==> config.mk <==
export PLATFORM = sky130hd
export DESIGN_NAME = instr_fetch_flat
export DESIGN_NICKNAME = d
export VERILOG_FILES = /design/src/rtl/instr_fetch_if.sv /design/src/rtl/instr_fetch.sv /design/src/flat_wrapper.sv
export SDC_FILE = /design/constraint.sdc
export NUM_CORES = 1
export LEC_CHECK = 0
export CAP_MARGIN = 25
export CORE_MARGIN = 3
export CORE_UTILIZATION = 44
export CTS_BUF_LIST = sky130_fd_sc_hd__clkbuf_8
export CTS_CLUSTER_DIAMETER = 50
export DETAILED_ROUTE_END_ITERATION = 10
export GPL_ROUTABILITY_DRIVEN = 0
export GPL_TIMING_DRIVEN = 0
export PLACE_DENSITY = 0.72
export REMOVE_ABC_BUFFERS = 1
export SYNTH_ARGS = -nofsm -noshare
export SYNTH_HDL_FRONTEND = slang
export SYNTH_SLANG_ARGS = --single-unit
==> constraint.sdc <==
create_clock -name clk -period 2.9 [get_ports clk]
set_input_delay 0.435 -clock clk [delete_from_list [all_inputs] [get_ports clk]]
set_output_delay 0.435 -clock clk [all_outputs]
set_load 0.05 [all_outputs]
==> src/rtl/instr_fetch_if.sv <==
// Bundle of the fetch stage's memory, redirect and decode-side handshakes.
// master = fetch stage, slave = memory / execute / decode environment.
interface instr_fetch_if #(
    parameter int unsigned PC_W = 64
);
    logic            imem_req;
    logic [PC_W-1:0] imem_addr;
    logic            imem_gnt;
    logic            imem_rvalid;
    logic [31:0]     imem_rdata;

    logic            redirect_valid;
    logic [PC_W-1:0] redirect_pc;

    logic            if_valid;
    logic            if_ready;
    logic [31:0]     if_instr;
    logic [PC_W-1:0] if_pc;
    logic [6:0]      if_opcode;
    logic [31:0]     fetch_count;

    modport master (
        output imem_req, imem_addr,
        input  imem_gnt, imem_rvalid, imem_rdata,
        input  redirect_valid, redirect_pc,
        output if_valid, if_instr, if_pc, if_opcode, fetch_count,
        input  if_ready
    );

    modport slave (
        input  imem_req, imem_addr,
        output imem_gnt, imem_rvalid, imem_rdata,
        output redirect_valid, redirect_pc,
        input  if_valid, if_instr, if_pc, if_opcode, fetch_count,
        output if_ready
    );
endinterface

==> src/rtl/instr_fetch.sv <==
// Instruction-fetch stage: single-outstanding imem requests, one-entry output
// buffer towards decode, and branch redirect with in-flight squash.
module instr_fetch #(
    parameter int unsigned    PC_W     = 64,
    parameter logic [PC_W-1:0] RESET_PC = '0
) (
    input  logic          clk,
    input  logic          rst_n,
    instr_fetch_if.master bus
);
    typedef enum logic [1:0] {
        S_REQ  = 2'd0,
        S_WAIT = 2'd1,
        S_HOLD = 2'd2
    } state_e;

    state_e          state_q, state_d;
    logic [PC_W-1:0] pc_q, pc_d;
    logic [PC_W-1:0] redir_pc_q, redir_pc_d;
    logic            squash_q, squash_d;
    logic            if_valid_q, if_valid_d;
    logic [31:0]     if_instr_q, if_instr_d;
    logic [PC_W-1:0] if_pc_q, if_pc_d;
    logic [31:0]     fetch_count_q, fetch_count_d;
    logic [PC_W-1:0] target_c;

    // Redirect targets are forced word-aligned.
    assign target_c = bus.redirect_pc & ~PC_W'(3);

    always_ff @(posedge clk or negedge rst_n) begin
        if (!rst_n) begin
            state_q       <= S_REQ;
            pc_q          <= RESET_PC;
            redir_pc_q    <= '0;
            squash_q      <= 1'b0;
            if_valid_q    <= 1'b0;
            if_instr_q    <= '0;
            if_pc_q       <= '0;
            fetch_count_q <= '0;
        end else begin
            state_q       <= state_d;
            pc_q          <= pc_d;
            redir_pc_q    <= redir_pc_d;
            squash_q      <= squash_d;
            if_valid_q    <= if_valid_d;
            if_instr_q    <= if_instr_d;
            if_pc_q       <= if_pc_d;
            fetch_count_q <= fetch_count_d;
        end
    end

    always_comb begin
        state_d       = state_q;
        pc_d          = pc_q;
        redir_pc_d    = redir_pc_q;
        squash_d      = squash_q;
        if_valid_d    = if_valid_q;
        if_instr_d    = if_instr_q;
        if_pc_d       = if_pc_q;
        fetch_count_d = fetch_count_q;

        unique case (state_q)
            S_REQ: begin
                if (bus.redirect_valid) begin
                    pc_d = target_c;
                    // A grant in the redirect cycle fetched the old PC: squash it.
                    if (bus.imem_gnt) begin
                        squash_d   = 1'b1;
                        redir_pc_d = target_c;
                        state_d    = S_WAIT;
                    end
                end else if (bus.imem_gnt) begin
                    state_d = S_WAIT;
                end
            end
            S_WAIT: begin
                if (bus.imem_rvalid) begin
                    if (bus.redirect_valid) begin
                        pc_d     = target_c;
                        squash_d = 1'b0;
                        state_d  = S_REQ;
                    end else if (squash_q) begin
                        pc_d     = redir_pc_q;
                        squash_d = 1'b0;
                        state_d  = S_REQ;
                    end else begin
                        if_instr_d = bus.imem_rdata;
                        if_pc_d    = pc_q;
                        if_valid_d = 1'b1;
                        state_d    = S_HOLD;
                    end
                end else if (bus.redirect_valid) begin
                    squash_d   = 1'b1;
                    redir_pc_d = target_c;
                end
            end
            S_HOLD: begin
                // Redirect wins over a simultaneous decode accept.
                if (bus.redirect_valid) begin
                    if_valid_d = 1'b0;
                    pc_d       = target_c;
                    state_d    = S_REQ;
                end else if (bus.if_ready) begin
                    if_valid_d    = 1'b0;
                    pc_d          = pc_q + PC_W'(4);
                    fetch_count_d = fetch_count_q + 32'd1;
                    state_d       = S_REQ;
                end
            end
            default: begin
                state_d = S_REQ;
            end
        endcase
    end

    assign bus.imem_req    = (state_q == S_REQ);
    assign bus.imem_addr   = pc_q;
    assign bus.if_valid    = if_valid_q;
    assign bus.if_instr    = if_instr_q;
    assign bus.if_pc       = if_pc_q;
    assign bus.if_opcode   = if_instr_q[6:0];
    assign bus.fetch_count = fetch_count_q;
endmodule

==> src/flat_wrapper.sv <==
// flat-port wrapper written by rule: the top's interface ports become plain ports
module instr_fetch_flat 
#(
    parameter int unsigned    PC_W     = 64,
    parameter logic [PC_W-1:0] RESET_PC = '0
)
  (clk, rst_n, bus_imem_req, bus_imem_addr, bus_imem_gnt, bus_imem_rvalid, bus_imem_rdata, bus_redirect_valid, bus_redirect_pc, bus_if_valid, bus_if_instr, bus_if_pc, bus_if_opcode, bus_fetch_count, bus_if_ready);
  instr_fetch_if #(.PC_W(PC_W)) bus_i ();
  input  logic clk;
  input  logic rst_n;
  output wire logic [$bits(bus_i.imem_req)-1:0] bus_imem_req;
  output wire logic [$bits(bus_i.imem_addr)-1:0] bus_imem_addr;
  input wire logic [$bits(bus_i.imem_gnt)-1:0] bus_imem_gnt;
  input wire logic [$bits(bus_i.imem_rvalid)-1:0] bus_imem_rvalid;
  input wire logic [$bits(bus_i.imem_rdata)-1:0] bus_imem_rdata;
  input wire logic [$bits(bus_i.redirect_valid)-1:0] bus_redirect_valid;
  input wire logic [$bits(bus_i.redirect_pc)-1:0] bus_redirect_pc;
  output wire logic [$bits(bus_i.if_valid)-1:0] bus_if_valid;
  output wire logic [$bits(bus_i.if_instr)-1:0] bus_if_instr;
  output wire logic [$bits(bus_i.if_pc)-1:0] bus_if_pc;
  output wire logic [$bits(bus_i.if_opcode)-1:0] bus_if_opcode;
  output wire logic [$bits(bus_i.fetch_count)-1:0] bus_fetch_count;
  input wire logic [$bits(bus_i.if_ready)-1:0] bus_if_ready;
  assign bus_imem_req = bus_i.imem_req;
  assign bus_imem_addr = bus_i.imem_addr;
  assign bus_i.imem_gnt = bus_imem_gnt;
  assign bus_i.imem_rvalid = bus_imem_rvalid;
  assign bus_i.imem_rdata = bus_imem_rdata;
  assign bus_i.redirect_valid = bus_redirect_valid;
  assign bus_i.redirect_pc = bus_redirect_pc;
  assign bus_if_valid = bus_i.if_valid;
  assign bus_if_instr = bus_i.if_instr;
  assign bus_if_pc = bus_i.if_pc;
  assign bus_if_opcode = bus_i.if_opcode;
  assign bus_fetch_count = bus_i.fetch_count;
  assign bus_i.if_ready = bus_if_ready;
  instr_fetch #(.PC_W(PC_W), .RESET_PC(RESET_PC)) u_core (.clk(clk), .rst_n(rst_n), .bus(bus_i));
endmodule
==> results of run 1 <==
-- layer usage --
layer	global-route usage (%)	vias up	wire length, um
met5	0	-	24
met4	8.311	4	941
met3	6.226	83	3889
met2	41.61	558	18960
met1	32.33	5483	15720
li1	-	4980	-
-- cells in the mapped netlist (8+ instances only) --
cell	n	area (um^2)
dfrtp_1	254	6356
mux2_2	156	1757
o21ai_0	88	440.4
nor2_1	81	304.0
clkbuf_1	73	274.0
nand2_1	71	266.5
nand3_1	46	230.2
xnor2_1	33	289.0
a221oi_1	32	280.3
nand4_1	30	187.7
a21oi_1	26	130.1
nor3_1	24	120.1
inv_1	22	82.58
nor4_1	21	131.4
xor2_1	17	148.9
and3_1	16	100.1
a22oi_1	11	82.58
and4_1	11	96.34
buf_4	11	82.58
or3_1	9	56.30
or4_1	9	67.56
o211ai_1	8	60.06
-- area by class of cell --
type	count	area, um^2	share of cell area, %
antenna	2	5.005	0.02899
clock buffer	56	770.7	4.464
clock inverter	23	92.59	0.5363
inverter	22	86.33	0.5000
multi-input combinational	815	5967	34.56
sequential	254	6357	36.82
tap	378	473.0	2.739
timing repair buffer	336	3508	20.32
timing repair inverter	1	5.005	0.02899
-- registers in the layout (all words and copies together), names as in the netlist --
register / count
u_core.bus.if_valid: 1
u_core.bus.imem_addr: 62
u_core.bus.fetch_count: 32
u_core.state_q: 2
u_core.redir_pc_q: 62
u_core.bus.if_instr: 32
u_core.bus.if_pc: 62
u_core.squash_q: 1
-- what timing repair did --
action,in CTS,in global routing
cloned,4,0
endpoints found under the hold margin,18,0
pin swaps,3,3
hold buffers,1,0
buffers inserted,12,5
resized for setup,13,8
setup endpoints to repair,76,23
-- power by group through the flow --
stage	Combinational, mW	Sequential (mW)	Clock (mW)
after floorplan	3.93	10.1	0
after global placement	11.3	6.57	0
after detailed placement	11.8	6.65	0
after CTS	12.1	6.61	3.29
after global routing	12.8	6.87	3.44
final	12.2	6.63	3.20
-- worst max path at each step --
stage                                         start  slack (ns)                                   end  cells after the start
2_1_floorplan         u_core.state_q[1]$_DFFE_PN0P_       -5.84    u_core.bus.if_instr[0]$_DFFE_PN0P_                      5
3_3_place_gp                     bus_redirect_valid      -11.04   u_core.bus.if_instr[28]$_DFFE_PN0P_                      4
3_5_place_dp                     bus_redirect_valid       -1.34  u_core.bus.imem_addr[61]$_DFFE_PN0P_                      8
4_1_cts        u_core.bus.imem_addr[10]$_DFFE_PN0P_        0.03  u_core.bus.imem_addr[52]$_DFFE_PN0P_                      6
5_1_grt         u_core.bus.imem_addr[6]$_DFFE_PN0P_       -0.06  u_core.bus.imem_addr[52]$_DFFE_PN0P_                      5
6_report        u_core.bus.imem_addr[6]$_DFFE_PN0P_       -0.03  u_core.bus.imem_addr[52]$_DFFE_PN0P_                      5
-- cells by family (layout without fill, tap and decap cells) --
| family | after synthesis | in the layout |
|---|---|---|
| other cells | 1 | 6 |
| compound gates | 252 | 252 |
| flops | 254 | 254 |
| mux | 159 | 159 |
| xor+xnor | 50 | 50 |
| fa+ha+maj | 6 | 6 |
| simple gates | 341 | 344 |
| buf+inv | 116 | 438 |
-- stage by stage --
step	setup TNS, ns	power (mW)	cell area (um^2)	hold WS (ns)	std cells
CTS	0	22.02	17180	0.2919	1880
global route	-0.05506	23.12	17270	0.3281	1887
global placement	-4051.70	17.85	15670	0.4619	1762
floorplan	-689.76	14.05	12240	0.1394	1088
finish	-0.02781	21.98	17270	0.3103	1887
detailed placement	-90.78	18.44	16100	0.2813	1784
==> results.yml, run 1 <==
outcome:
  status: "finished, violations left"
  violations: "setup timing"
global_routing:
  grt_pass1_vias: 11370
  grt_start_max_net_pins: 119
  grtUsageTotal_pct: 25.09
  grt_pass1_wl_mm: 62.17
  gr-total-overflow: 0
  antenna_found_initial: 4
timing:
  relSlewSlack_pct: 42.32
  max_freq_ghz: 0.3416
  hold_viol: 0
  worst_pin_slew_ns: 0.8652
  drv_slew: 0
  fin_skew_ns: 0.02810
  period_minus_slack_ns: 2.928
  rsz0062_at_grt: "true"
  fin_crit_sh_pct: 101.0
  fin_ws_ns: -0.02781
  final-setup-viol-count: 1
clock_tree:
  cts_tree: "done"
  cts_sinks: 254
  numCtsBuffers: 46
  cts-root-buf: "clkbuf_8"
  clkTransAtPathRegs_ns: 0.06
  clock_path_buffers: 3
  cts_max_level: 2
  clk_latency_ns: 0.56
setup_path:
  critPathSlowestCell: "or4b_4"
  crit_fanout: 10
  startpoint_type: "flip-flop"
  worstPathCellList: "nand4_1 -> or4b_4 -> or4_4 -> a31o_1 -> a22o_1"
  r2r-start: "u_core.bus.imem_addr[6]$_DFFE_PN0P_"
  reg2regPathDepth: 5
  reg2reg_slack_ns: -0.03
  cp.required_ns: 3.35
  worstSetupPathType: "reg2reg"
  rr_endpoint: "u_core.bus.imem_addr[52]$_DFFE_PN0P_"
  cp.arrival_ns: 3.38
  cpLargestDelayFamily: "simple AND/OR/NAND/NOR gates"
  crit_path_max_incr_delay_ns: 0.77
  critical_path_buf_inv_count: 0
  critPathCaptureType: "flip-flop"
routing:
  vias: 11110
  avgRoutedWirePerCell_um: 20.95
  antenna_left: 0
  drt_iter0_markers: 903
  vias_per_cell: 5.887
  drc: 0
  routed_wl_mm: 39.54
  drtPass1Iterations: 6
pwr:
  p_switching_mw: 10.60
  combPwrFrac_pct: 55.3
  seqPwrFrac_pct: 30.2
  leakagePower_nw: 6.975
  p_clk_share_pct: 14.5
  switching_share_pct: 48.21
  power.density_mw_per_mm2: 1273
  p_int_mw: 11.39
  ir_worst_vdd_mv: 0.8319
synth:
  synthFlopType: "dfrtp_1"
  yosys.area_share.simple_pct: 13.77
  syn_inst: 1179
  synth_cell_types: 68
  syn-cell-area_mm2: 0.01262
  synth_top_family_by_area: "multiplexers"
  synth_async_sr_flop_share_pct: 100.0
  synth-edff-count: 0
  synthAdderAreaFrac_pct: 0.5946
  synth-compound-area-share_pct: 13.82
  yosys_warnings: 0
  synth_mux_area_share_pct: 14.15
  avgSynthCellArea_um2: 10.71
  yosysSeqAreaShare_pct: 50.35
  ys_seq_elements: 254
  synth_xor_area_share_pct: 3.469
finish:
  fin_util_pct: 61.64
  area_growth_syn_to_layout_pct: 36.76
  final_cell_mix: "clkdlybuf4s50_1, dfrtp_1, mux2_2, o21ai_0, nor2_1"
  layout-drive-gt1-share_pct: 19.38
  fillCellCount: 2306
  mostFrequentLayoutCell: "clkdlybuf4s50_1"
  final_nets: 1584
die:
  start_util_pct: 45.07
  rows: 61
  die_area_mm2: 0.03076
  die_w_um: 175.4
  ios: 303
  die-height_um: 175.4
  core-area_mm2: 0.02801
hold_path:
  holdCritPathClass: "in2async"
placed_design:
  hpwl_mm: 25.71
  io_buffer_count: 296
  pre_cts_ws_ns: -1.341
flow_run:
  drv_cap: 0
(Power assumes the default switching activity.)
==> inputs of run 2 (changes only) <==
SLEW_MARGIN = 25   (was not set)
==> run 2 against run 1 <==
Net effect:
- the run now ends clean
- global-route usage shrank 0.59 points
- combinational power about the same
- die area unchanged
- register-to-register slack improved by 0.14 ns
- flip-flop and latch count stayed put
- clock skew up 0.015 ns
- largest power group unchanged
==> results.yml, run 2 (synthesized netlist as in run 1, its figures left out) <==
pwr:
  leakagePower_nw: 6.972
  ir_worst_vdd_mv: 0.8238
  p_total_mw: 22.15
  power.density_mw_per_mm2: 1281
routing:
  avgRoutedWirePerCell_um: 20.92
  drt_iter0_markers: 1024
  routed_wl_mm: 39.54
  drtPass1Iterations: 5
  drc: 0
  vias: 11140
  vias_per_cell: 5.892
  antenna_left: 0
global_routing:
  grt_pass1_wl_mm: 61.14
  grt_start_max_net_pins: 77
  gr-total-overflow: 0
  antenna_found_initial: 4
  grt_pass1_vias: 11370
  grtUsageTotal_pct: 24.50
clock_tree:
  cts_max_level: 2
  cts_sinks: 254
  cts-root-buf: "clkbuf_8"
  clkTransAtPathRegs_ns: 0.06
  clk_latency_ns: 0.57
  cts_tree: "done"
  numCtsBuffers: 46
  clock_path_buffers: 3
timing:
  max_freq_ghz: 0.3588
  relSlewSlack_pct: 44.86
  drv_slew: 0
  hold_viol: 0
  period_minus_slack_ns: 2.787
  worst_pin_slew_ns: 0.8271
  final.setup.tns_ns: 0
  final-setup-viol-count: 0
  fin_skew_ns: 0.04302
  fin_ws_ns: 0.1133
  fin_crit_sh_pct: 96.09
finish:
  multiInputGateArea_mm2: 0.005977
  mostFrequentLayoutCell: "clkdlybuf4s50_1"
  fin_util_pct: 61.75
  regArea_mm2: 0.006359
  instances_no_fill: 1890
  fillCellCount: 2324
  layout-drive-gt1-share_pct: 20.65
  area_growth_syn_to_layout_pct: 37.00
  final_cell_mix: "clkdlybuf4s50_1, dfrtp_1, mux2_2, o21ai_0, nor2_1"
  final_nets: 1586
die:
  core-area_mm2: 0.02801
  die-height_um: 175.4
  start_util_pct: 45.07
  rows: 61
  ios: 303
  die_w_um: 175.4
  die_area_mm2: 0.03076
placed_design:
  dp_cells: 1789
  hpwl_mm: 26.05
  io_buffer_count: 296
  pre_cts_ws_ns: -1.355
outcome:
  status: "complete, no violations"
setup_path:
  crit_fanout: 8
  startpoint_type: "flip-flop"
  cp.required_ns: 3.34
  worstSetupPathType: "reg2reg"
  cp.arrival_ns: 3.23
  reg2reg_slack_ns: 0.11
  critPathCaptureType: "flip-flop"
flow_run:
  drv_cap: 0
hold_path:
  holdCritPathClass: "in2async"
[run 2: area by class of cell]
cell class,instances,share of cell area (%)
repair inverters,1,0.02894
flip-flops and latches,254,36.76
well taps,378,2.735
clock inverters,24,0.9405
clock buffers,57,4.536
inverters,22,0.4992
multi-input cells,816,34.56
repair buffers,337,19.92
diodes,1,0.01447
[run 2: through the flow]
stage | cell area (um^2) | hold WS (ns)
after detailed placement | 16120 | 0.3662
final | 17300 | 0.3800
after global placement | 15670 | 0.4619
after CTS | 17190 | 0.3776
after floorplan | 12240 | 0.1394
after global routing | 17300 | 0.4127
[run 2: critical path, cell delays in order (launching register included)]
cell     delay [ns]
dfrtp_1        0.47
nand4_2        0.23
nor4_4         0.40
or4b_4         0.58
or4_4          0.56
a31o_1         0.23
a22o_1         0.22
[run 2: worst paths after layout]
path                                                   startpoint                                      to  depth (start not counted)
max                          u_core.bus.imem_addr[12]$_DFFE_PN0P_    u_core.bus.imem_addr[52]$_DFFE_PN0P_                          6
min                                                         rst_n       u_core.redir_pc_q[38]$_DFFE_PN0P_                          2
max reg2reg                  u_core.bus.imem_addr[12]$_DFFE_PN0P_    u_core.bus.imem_addr[52]$_DFFE_PN0P_                          6
min reg2reg                u_core.bus.fetch_count[31]$_DFFE_PN0P_  u_core.bus.fetch_count[31]$_DFFE_PN0P_                          1
max in group asynchronous                                   rst_n     u_core.bus.if_instr[27]$_DFFE_PN0P_                          4
min in group clk           u_core.bus.fetch_count[31]$_DFFE_PN0P_  u_core.bus.fetch_count[31]$_DFFE_PN0P_                          1
[run 2: layer usage]
| layer | track usage (%) | up-vias | wire length, um |
|---|---|---|---|
| met5 | 0 | - | 41 |
| li1 | - | 4978 | - |
| met3 | 6.312 | 94 | 3646 |
| met4 | 7.979 | 6 | 998 |
| met2 | 40.34 | 525 | 18920 |
| met1 | 31.71 | 5532 | 15940 |
[run 2: timing repair]
action	CTS	global route
setup buffers	7	6
hold buffers	1	0
resized for setup	11	10
gates cloned	2	3
pin swaps	2	5
setup endpoints to repair	113	27
hold endpoints to repair	45	0
[run 2: where the power goes]
group          total, mW  leakage [nW]  switching, mW  internal (mW)
logic               12.0          3.30           7.56           4.47
registers           6.65          3.14           1.54           5.10
clock network       3.47         0.532           1.52           1.95
==> inputs of run 3 (changes only) <==
--- a/config.mk
+++ b/config.mk
@@ -9,3 +9,3 @@
 export CORE_MARGIN = 3
-export CORE_UTILIZATION = 44
+export CORE_UTILIZATION = 40
 export CTS_BUF_LIST = sky130_fd_sc_hd__clkbuf_8
@@ -15,3 +15,3 @@
 export GPL_TIMING_DRIVEN = 0
-export PLACE_DENSITY = 0.72
+export PLACE_DENSITY = 0.67
 export REMOVE_ABC_BUFFERS = 1
--- a/constraint.sdc
+++ b/constraint.sdc
@@ -3,2 +3,2 @@
 set_output_delay 0.435 -clock clk [all_outputs]
-set_load 0.05 [all_outputs]
+set_load 0.02 [all_outputs]
==> run 3 against run 2 <==
Net effect:
- register-to-register slack got worse by 0.05 ns
- worst hold slack got worse by 0.044 ns
- count of clock-buffer cells in the layout increased by 8
- via count decreased by 0.73%
- maximum frequency decreased by 1.9%
- highest routed layer is now met4
- largest cell class unchanged
- wire length increased by 1.9%
- global-route usage decreased by 1.2 points
- core utilization decreased by 5.1 points
- die area increased by 9.7%
==> results.yml, run 3 (synthesized netlist as in run 1, its figures left out) <==
timing:
  fin_ws_ns: 0.06011
  max_freq_ghz: 0.3521
  fin_crit_sh_pct: 97.93
  worst_pin_slew_ns: 0.7350
  relSlewSlack_pct: 50.55
  final.setup.tns_ns: 0
  drv_slew: 0
  hold_viol: 0
  period_minus_slack_ns: 2.840
  final-setup-viol-count: 0
  fin_skew_ns: 0.03077
finish:
  final_nets: 1589
  final_cell_mix: "clkdlybuf4s50_1, dfrtp_1, mux2_2, o21ai_0, nor2_1"
  fillCellCount: 2609
  instances_no_fill: 1913
  multiInputGateArea_mm2: 0.005992
  area_growth_syn_to_layout_pct: 38.43
  regArea_mm2: 0.006362
  mostFrequentLayoutCell: "clkdlybuf4s50_1"
  n_antenna_cell: 0
  layout-drive-gt1-share_pct: 20.83
routing:
  drt_iter0_markers: 846
  avgRoutedWirePerCell_um: 21.06
  antenna_left: 0
  drtPass1Iterations: 5
  routed_wl_mm: 40.28
  drc: 0
  vias: 11050
  vias_per_cell: 5.778
global_routing:
  grt_pass1_wl_mm: 62.71
  gr-total-overflow: 0
  grtUsageTotal_pct: 23.26
  antenna_found_initial: 0
  grt_start_max_net_pins: 83
  grt_pass1_vias: 11090
pwr:
  p_clk_share_pct: 19.0
  seqPwrFrac_pct: 33.4
  leakagePower_nw: 7.034
  p_int_mw: 11.90
  switching_share_pct: 40.36
  p_switching_mw: 8.055
  combPwrFrac_pct: 47.6
  ir_worst_vdd_mv: 0.6261
  power.density_mw_per_mm2: 1142
placed_design:
  dp_cells: 1807
  pre_cts_ws_ns: -1.363
  hpwl_mm: 26.30
  io_buffer_count: 296
setup_path:
  cpLargestDelayFamily: "simple AND/OR/NAND/NOR gates"
  cp.arrival_ns: 3.28
  worstPathCellList: "nand4_1 -> nor4_4 -> nand2_1 -> or4_1 -> o21ai_0 -> a2bb2oi_1"
  cp.required_ns: 3.34
  critPathCaptureType: "flip-flop"
  crit_fanout: 10
  critPathSlowestCell: "or4_1"
  critical_path_buf_inv_count: 0
  worstSetupPathType: "reg2reg"
  startpoint_type: "flip-flop"
  crit_path_max_incr_delay_ns: 0.59
die:
  die_area_mm2: 0.03373
  die-height_um: 183.7
  die_w_um: 183.7
  start_util_pct: 40.95
  core-area_mm2: 0.03083
  rows: 64
  ios: 303
clock_tree:
  cts_sinks: 254
  numCtsBuffers: 48
  cts_tree: "done"
  cts-root-buf: "clkbuf_8"
  clk_latency_ns: 0.57
  cts_max_level: 2
  clkTransAtPathRegs_ns: 0.06
  clock_path_buffers: 3
flow_run:
  drv_cap: 0
outcome:
  status: "complete, no violations"
hold_path:
  holdCritPathClass: "in2async"
-- run 3: layer usage --
layer	part of all wire (%)	up-vias	global-route usage, %
met5	0	-	0
met4	2.2	0	7.160
met3	7.6	79	4.848
met2	47	469	37.86
met1	43	5499	31.42
li1	-	5007	-
-- run 3: power groups by stage --
stage	logic, mW	clock network (mW)	registers [mW]
2_1_floorplan	3.89	0	7.62
6_report	9.49	3.80	6.66
3_5_place_dp	9.22	0	6.67
5_1_grt	10.2	4.06	6.91
3_3_place_gp	8.74	0	6.60
4_1_cts	9.38	3.90	6.63
-- run 3: worst paths after layout --
kind	from	endpoint	slack (ns)	depth (start not counted)
max	u_core.bus.imem_addr[26]$_DFFE_PN0P_	u_core.bus.imem_addr[54]$_DFFE_PN0P_	0.06	6
min	rst_n	u_core.bus.if_pc[39]$_DFFE_PN0P_	0.34	2
max reg2reg	u_core.bus.imem_addr[26]$_DFFE_PN0P_	u_core.bus.imem_addr[54]$_DFFE_PN0P_	0.06	6
min reg2reg	u_core.bus.fetch_count[31]$_DFFE_PN0P_	u_core.bus.fetch_count[31]$_DFFE_PN0P_	0.47	1
max in group asynchronous	rst_n	u_core.bus.if_pc[54]$_DFFE_PN0P_	1.43	4
min in group clk	u_core.bus.fetch_count[31]$_DFFE_PN0P_	u_core.bus.fetch_count[31]$_DFFE_PN0P_	0.47	1
-- run 3: cell type report --
class | count | share of cell area, %
clock buffer | 65 | 5.119
clock inverter | 21 | 0.9808
inverter | 22 | 0.4940
multi-input combinational | 817 | 34.29
sequential | 254 | 36.40
tap | 396 | 2.835
timing repair buffer | 338 | 19.88
-- run 3: repair_timing --
action	in CTS	in global routing
gates resized for setup	14	11
endpoints found under the setup margin	94	18
cloned	4	1
hold endpoints to repair	40	0
pin swaps	4	4
hold buffers	1	0
buffers inserted	8	5
-- run 3: per-stage QoR --
stage,util [%],hold slack [ns],power (mW),area [um^2]
2_1_floorplan,-,0.1394,11.51,12240
3_3_place_gp,50.91,0.4608,15.34,15690
3_5_place_dp,52.36,0.3366,15.89,16140
4_1_cts,56.33,0.3157,19.91,17370
5_1_grt,56.69,0.3457,21.15,17480
6_report,56.69,0.3362,19.96,17480
